$ cat src/rtl/uart_tx_fifo_if.sv
// uart_tx_fifo_if: producer and UART-side signals of the transmit FIFO
interface uart_tx_fifo_if #(
  parameter int ADDR_W = 4
);
  logic              wr_en;
  logic [7:0]        wr_data;
  logic              full;
  logic              empty;
  logic [ADDR_W:0]   count;
  logic              overflow;
  logic              uart_transmit;
  logic [7:0]        uart_tx_byte;
  logic              uart_busy;
  logic              tx_timeout;
  logic              idle;
  modport master (
    output wr_en, wr_data, uart_busy,
    input  full, empty, count, overflow, uart_transmit, uart_tx_byte, tx_timeout, idle
  );
  modport slave (
    input  wr_en, wr_data, uart_busy,
    output full, empty, count, overflow, uart_transmit, uart_tx_byte, tx_timeout, idle
  );
endinterface

$ cat src/rtl/uart_tx_fifo.sv
// uart_tx_fifo: byte FIFO plus launch sequencer feeding a UART transmitter
module uart_tx_fifo #(
  parameter int DEPTH        = 16,
  parameter int ADDR_W       = 4,
  parameter int BUSY_TIMEOUT = 15
) (
  input logic           clk,
  input logic           rst,
  uart_tx_fifo_if.slave bus
);
  typedef enum logic [1:0] {S_IDLE, S_WAIT_BUSY, S_WAIT_DONE} state_t;
  state_t            state_q, state_d;
  logic [7:0]        mem [DEPTH];
  logic [ADDR_W-1:0] wr_ptr_q, wr_ptr_d, rd_ptr_q, rd_ptr_d;
  logic [ADDR_W:0]   count_q, count_d;
  logic [7:0]        tmr_q, tmr_d, byte_q, byte_d;
  logic              xmit_q, xmit_d, ovf_q, ovf_d, tout_q, tout_d;
  logic              push, pop;
  assign bus.full          = count_q == (ADDR_W+1)'(DEPTH);
  assign bus.empty         = count_q == '0;
  assign bus.count         = count_q;
  assign bus.overflow      = ovf_q;
  assign bus.uart_transmit = xmit_q;
  assign bus.uart_tx_byte  = byte_q;
  assign bus.tx_timeout    = tout_q;
  assign bus.idle          = bus.empty && state_q == S_IDLE && !bus.uart_busy;
  // full is judged before the edge, so a same-edge pop never makes room for a write
  assign push = bus.wr_en && !bus.full;
  assign pop  = state_q == S_IDLE && !bus.empty && !bus.uart_busy;
  // storage has no reset; only entries between the pointers are ever read
  always_ff @(posedge clk)
    if (push) mem[wr_ptr_q] <= bus.wr_data;
  // next state: pointers, occupancy and the launch / wait-busy / wait-done sequencer
  always_comb begin
    state_d  = state_q;
    tmr_d    = tmr_q;
    byte_d   = byte_q;
    xmit_d   = 1'b0;
    tout_d   = 1'b0;
    ovf_d    = bus.wr_en && bus.full;
    wr_ptr_d = push ? wr_ptr_q + ADDR_W'(1) : wr_ptr_q;
    rd_ptr_d = pop ? rd_ptr_q + ADDR_W'(1) : rd_ptr_q;
    count_d  = count_q + (ADDR_W+1)'(push) - (ADDR_W+1)'(pop);
    case (state_q)
      S_IDLE:
        if (pop) begin
          xmit_d  = 1'b1;
          byte_d  = mem[rd_ptr_q];
          tmr_d   = 8'(BUSY_TIMEOUT);
          state_d = S_WAIT_BUSY;
        end
      S_WAIT_BUSY:
        if (bus.uart_busy) state_d = S_WAIT_DONE;
        else if (tmr_q == 8'd0) begin
          tout_d  = 1'b1;
          state_d = S_IDLE;
        end else tmr_d = tmr_q - 8'd1;
      S_WAIT_DONE:
        state_d = bus.uart_busy ? S_WAIT_DONE : S_IDLE;
      default:
        state_d = S_IDLE;
    endcase
  end
  // state register; reset abandons any byte in flight and empties the queue
  always_ff @(posedge clk)
    if (rst) begin
      state_q  <= S_IDLE;
      wr_ptr_q <= '0;
      rd_ptr_q <= '0;
      count_q  <= '0;
      tmr_q    <= '0;
      byte_q   <= 8'h00;
      xmit_q   <= 1'b0;
      ovf_q    <= 1'b0;
      tout_q   <= 1'b0;
    end else begin
      state_q  <= state_d;
      wr_ptr_q <= wr_ptr_d;
      rd_ptr_q <= rd_ptr_d;
      count_q  <= count_d;
      tmr_q    <= tmr_d;
      byte_q   <= byte_d;
      xmit_q   <= xmit_d;
      ovf_q    <= ovf_d;
      tout_q   <= tout_d;
    end
endmodule

$ cat src/flat_wrapper.sv
// flat-port wrapper written by rule: the top's interface ports become plain ports
module uart_tx_fifo_flat 
#(
  parameter int DEPTH        = 16,
  parameter int ADDR_W       = 4,
  parameter int BUSY_TIMEOUT = 15
)
  (clk, rst, bus_wr_en, bus_wr_data, bus_uart_busy, bus_full, bus_empty, bus_count, bus_overflow, bus_uart_transmit, bus_uart_tx_byte, bus_tx_timeout, bus_idle);
  uart_tx_fifo_if #(.ADDR_W(ADDR_W)) bus_i ();
  input logic clk;
  input logic rst;
  input wire logic [$bits(bus_i.wr_en)-1:0] bus_wr_en;
  input wire logic [$bits(bus_i.wr_data)-1:0] bus_wr_data;
  input wire logic [$bits(bus_i.uart_busy)-1:0] bus_uart_busy;
  output wire logic [$bits(bus_i.full)-1:0] bus_full;
  output wire logic [$bits(bus_i.empty)-1:0] bus_empty;
  output wire logic [$bits(bus_i.count)-1:0] bus_count;
  output wire logic [$bits(bus_i.overflow)-1:0] bus_overflow;
  output wire logic [$bits(bus_i.uart_transmit)-1:0] bus_uart_transmit;
  output wire logic [$bits(bus_i.uart_tx_byte)-1:0] bus_uart_tx_byte;
  output wire logic [$bits(bus_i.tx_timeout)-1:0] bus_tx_timeout;
  output wire logic [$bits(bus_i.idle)-1:0] bus_idle;
  assign bus_i.wr_en = bus_wr_en;
  assign bus_i.wr_data = bus_wr_data;
  assign bus_i.uart_busy = bus_uart_busy;
  assign bus_full = bus_i.full;
  assign bus_empty = bus_i.empty;
  assign bus_count = bus_i.count;
  assign bus_overflow = bus_i.overflow;
  assign bus_uart_transmit = bus_i.uart_transmit;
  assign bus_uart_tx_byte = bus_i.uart_tx_byte;
  assign bus_tx_timeout = bus_i.tx_timeout;
  assign bus_idle = bus_i.idle;
  uart_tx_fifo #(.DEPTH(DEPTH), .ADDR_W(ADDR_W), .BUSY_TIMEOUT(BUSY_TIMEOUT)) u_core (.clk(clk), .rst(rst), .bus(bus_i));
endmodule
$ cat config.mk
export PLATFORM = sky130hd
export DESIGN_NAME = uart_tx_fifo_flat
export DESIGN_NICKNAME = d
export VERILOG_FILES = /design/src/rtl/uart_tx_fifo_if.sv /design/src/rtl/uart_tx_fifo.sv /design/src/flat_wrapper.sv
export SDC_FILE = /design/constraint.sdc
export NUM_CORES = 1
export LEC_CHECK = 0
export CAP_MARGIN = 20
export CORE_MARGIN = 3
export CORE_UTILIZATION = 55
export DETAILED_ROUTE_END_ITERATION = 8
export PLACE_DENSITY = 0.74
export SYNTH_ARGS = -nofsm -noshare
export SYNTH_HDL_FRONTEND = slang
export SYNTH_SLANG_ARGS = --single-unit
export TNS_END_PERCENT = 1
$ cat constraint.sdc
create_clock -name clk -period 6.1 [get_ports clk]
set_input_delay 1.22 -clock clk [delete_from_list [all_inputs] [get_ports clk]]
set_output_delay 1.22 -clock clk [all_outputs]
set_load 0.01 [all_outputs]
==> results summary <==
The run finished with clean final reports. The post-CTS repair timing setup buffer count is 0. In this run, post-CTS repair resized a total of 0 instances. The number of cells on the worst reg-to-reg path is 14. In the layout the commonest cells are edfxtp_1, dfxtp_1, mux4_2, clkdlybuf4s50_1, nor2_1.

The endpoint identified for the worst register-to-register timing path is u_core.bus.count[4]$_SDFF_PP0_. The clock insertion delay at the later pin of the skew report came out at 0.42 ns. The cell count of the worst hold path is 2.

The synthesized netlist net count came out at 437. The post-route DRC violation count came out at 0. Counting every sink on the clock net gives 162. No sink is reached through more buffers than the 2 on the longest clock path. The instance count of the mapped netlist is 407. The die extent in x came out at 116 um.

The slew at the pin with the worst max-slew slack came out at 0.989 ns. The worst path arrival time came out at 4.08 ns. The area growth from synthesis to layout is 14.9%.

Setup repair after global routing left no endpoint under its margin. The number of different library cells in the post-synthesis netlist came out at 45. The commonest non-fill, non-tap cell in the layout is edfxtp_1. The largest net degree at the start of global routing came out at 36. In the routed layout, each cell is associated on average with a via count of 6.04.

The final count of pins violating max slew was 0. The maximum clock skew at final layout is 0.00781 ns. The number of DRC markers in iteration 0 came out at 341.

The total count of hold-check failures in the final report came out at 0. The total core area is 11600 um2. The sequential cell area fraction in the yosys report came out at 0.680. The final period utilization came out at 0.625. The count of buffers added on input and output ports is 30. In this run the critical register-to-register path is launched from u_core.bus.count[3]$_SDFF_PP0_. The critical path in this run is classified as primary input to register. The via count of the first global-routing pass is 3579. The highest ir drop seen on vdd is 0.000261 V.

STA puts the critical path data required time at 6.37 ns. The detailed-route wire length came out at 12800 um. The synthesis-stage register bit count came out at 162.

The highest net fanout along the worst path is 14. For this design the static power due to leakage is 2.52 nW. The post-synthesis instance area is 6650 um2. The power density normalized to cell area is 406 nW/um2. The worst setup path is captured at a register.

The launch instance of the worst min-delay path is u_core.tmr_q[7]$_SDFFE_PP0P_. The final HPWL from detailed placement is 7960 um. For this run, the post-layout net count is 474. The total routing resource utilization after global routing is 0.208. The finished cells cover 7640 um2. The total negative slack came out at 0 ns. The initial antenna violation count is 0. Based on the critical path, the design can be clocked at up to 262 MHz. The smallest clock period supported by the final layout is computed as 3.81 ns. The depth of the CTS H-tree came out at 4. The worst max-slew margin expressed relative to the limit is 0.338. The remaining number of nets flagged by the antenna check after routing came out at 0. The initial core utilization came out at 0.573.

The iteration count of the initial detailed-routing pass came out at 5. The clock input transition at the sequential cells of the worst setup and hold paths is 0.06 ns. The I/O pin count is 31.

The first global-routing pass estimated 20200 um of wire. Yosys printed 0 warnings. In this run the cell area measured after placement is 7090 um2. The number of antenna cells inserted is 0. The total number of vias came out at 3623. The worst min-delay path endpoint is u_core.tmr_q[7]$_SDFFE_PP0P_.

The mean instance size in the synthesized netlist came out at 16.3 um2. STA classifies the critical path startpoint as a primary input. The placer's final routability congestion estimate came out at 0.787. The number of buffers inserted by hold repair at cts is 0. The floorplan has 39 rows. In the final routed layout, each cell accounts on average for 21.3 um. From bottom edge to top edge, the die measures 116 um. The tree is rooted in a clkbuf_16.

The tool flagged a number of max-cap violations equal to 0. The worst hold path belongs to the class register to register. The die covers 13400 um2. Across all register-to-register paths, the minimum setup slack is 2.75 ns. After global routing the overflow that remains totals 0.

The TritonCTS buffer count is 17. The clock tree from TritonCTS is built. The final number of setup-violating endpoints is 0.

The layout cell share with drive strength beyond 1 is 0.166.
==> Yosys cell counts, drive strengths merged <==
cell type,instances,area (um2)
a31o,1,8.76
clkbuf,8,30.0
inv,18,67.6
nand2,14,52.6
nand4b,1,8.76
nand3b,2,15.0
buf,11,58.8
o21bai,1,7.51
xnor2,3,26.3
nand3,17,90.1
nand2b,8,50.1
o2111ai,1,8.76
nor2b,5,31.3
clkinv,1,5.00
and2,1,6.26
mux4,32,721
nor4,2,18.8
nand4bb,1,11.3
ha,17,213
a21o,1,7.51
dfxtp,34,681
o21ai,4,20.0
a211oi,1,12.5
a31oi,2,18.8
nand4,5,31.3
nor2,26,97.6
edfxtp,128,3840
or3,2,12.5
nor3,8,40.0
fa,1,20.0
or4b,1,13.8
xor2,4,35.0
a21oi,9,45.0
and4,1,8.76
o221ai,8,70.1
nor3b,3,22.5
and3,2,12.5
o21a,1,7.51
mux2i,21,210
a41o,1,10.0
==> worst max path at each step <==
stage	startpoint	to	slack [ns]	cells past startpoint
after floorplan	bus_uart_busy	u_core.bus.count[4]$_SDFF_PP0_	3.02	12
after global placement	bus_uart_busy	u_core.bus.count[4]$_SDFF_PP0_	2.03	13
after detailed placement	bus_uart_busy	u_core.bus.count[4]$_SDFF_PP0_	1.86	13
after CTS	bus_uart_busy	u_core.bus.count[4]$_SDFF_PP0_	2.31	13
after global routing	bus_uart_busy	u_core.bus.count[4]$_SDFF_PP0_	2.04	13
final	bus_uart_busy	u_core.bus.count[4]$_SDFF_PP0_	2.29	13
==> kinds of logic after synthesis <==
group / Yosys count / share of synthesized area
AO/OA/AOI/OAI: 30 / 0.0326
XOR/XNOR: 7 / 0.00922
adder cells (fa/ha/maj): 18 / 0.0350
buffers and inverters: 38 / 0.0243
flip-flops: 162 / 0.680
multiplexers: 53 / 0.140
AND/OR/NAND/NOR: 99 / 0.0786
==> sequential cells by signal (all words and copies together) (netlist names) <==
| name | cells |
|---|---|
| u_core.state_q | 2 |
| u_core.wr_ptr_q | 4 |
| u_core.mem | 128 |
| u_core.tmr_q | 8 |
| u_core.bus.tx_timeout | 1 |
| u_core.bus.uart_transmit | 1 |
| u_core.rd_ptr_q | 4 |
| u_core.bus.overflow | 1 |
| u_core.bus.count | 5 |
| u_core.bus.uart_tx_byte | 8 |
==> report_power, final <==
group	total [mW]	switching, mW	internal (mW)
registers	1.37	0.0797	1.29
clock network	0.978	0.417	0.561
logic	0.760	0.401	0.359
total	3.11	0.898	2.21
==> worst max-delay path: stages <==
cell and delay (ns):
clkdlybuf4s50_1 0.51, nor2b_1 0.27, nand2_1 0.32, inv_1 0.31, ha_1 0.28, inv_1 0.06, ha_1 0.17, inv_1 0.06
fa_1 0.39, nor2b_1 0.18, o21bai_1 0.10, a21oi_1 0.15, nor3b_1 0.06
==> final cells by class <==
type | count | area [um2]
repair buffers | 37 | 353
flip-flops and latches | 162 | 4530
inverters | 19 | 72.6
clock inverters | 12 | 113
fillers | 813 | 3970
clock buffers | 20 | 437
well taps | 143 | 179
multi-input cells | 207 | 1960
==> metal layers <==
layer / global-route usage / vias to the layer above / routed length (um)
met4: 0.0742 / 0 / 307
met3: 0.0616 / 20 / 734
met5: 0 / - / 0
li1: - / 1644 / -
met1: 0.283 / 1845 / 5430
met2: 0.324 / 114 / 6310
==> metrics by stage <==
step	cells	power, mW	hold WS, ns	worst slack (ns)	utilization
floorplan	407	1.91	0.446	3.02	-
global placement	568	2.11	0.461	2.03	0.611
detailed placement	568	2.15	0.479	1.86	0.611
CTS	600	3.12	0.487	2.31	0.658
global route	600	3.26	0.521	2.04	0.658
finish	600	3.11	0.484	2.29	0.658
No activity file was read; power rests on OpenSTA's default activity.
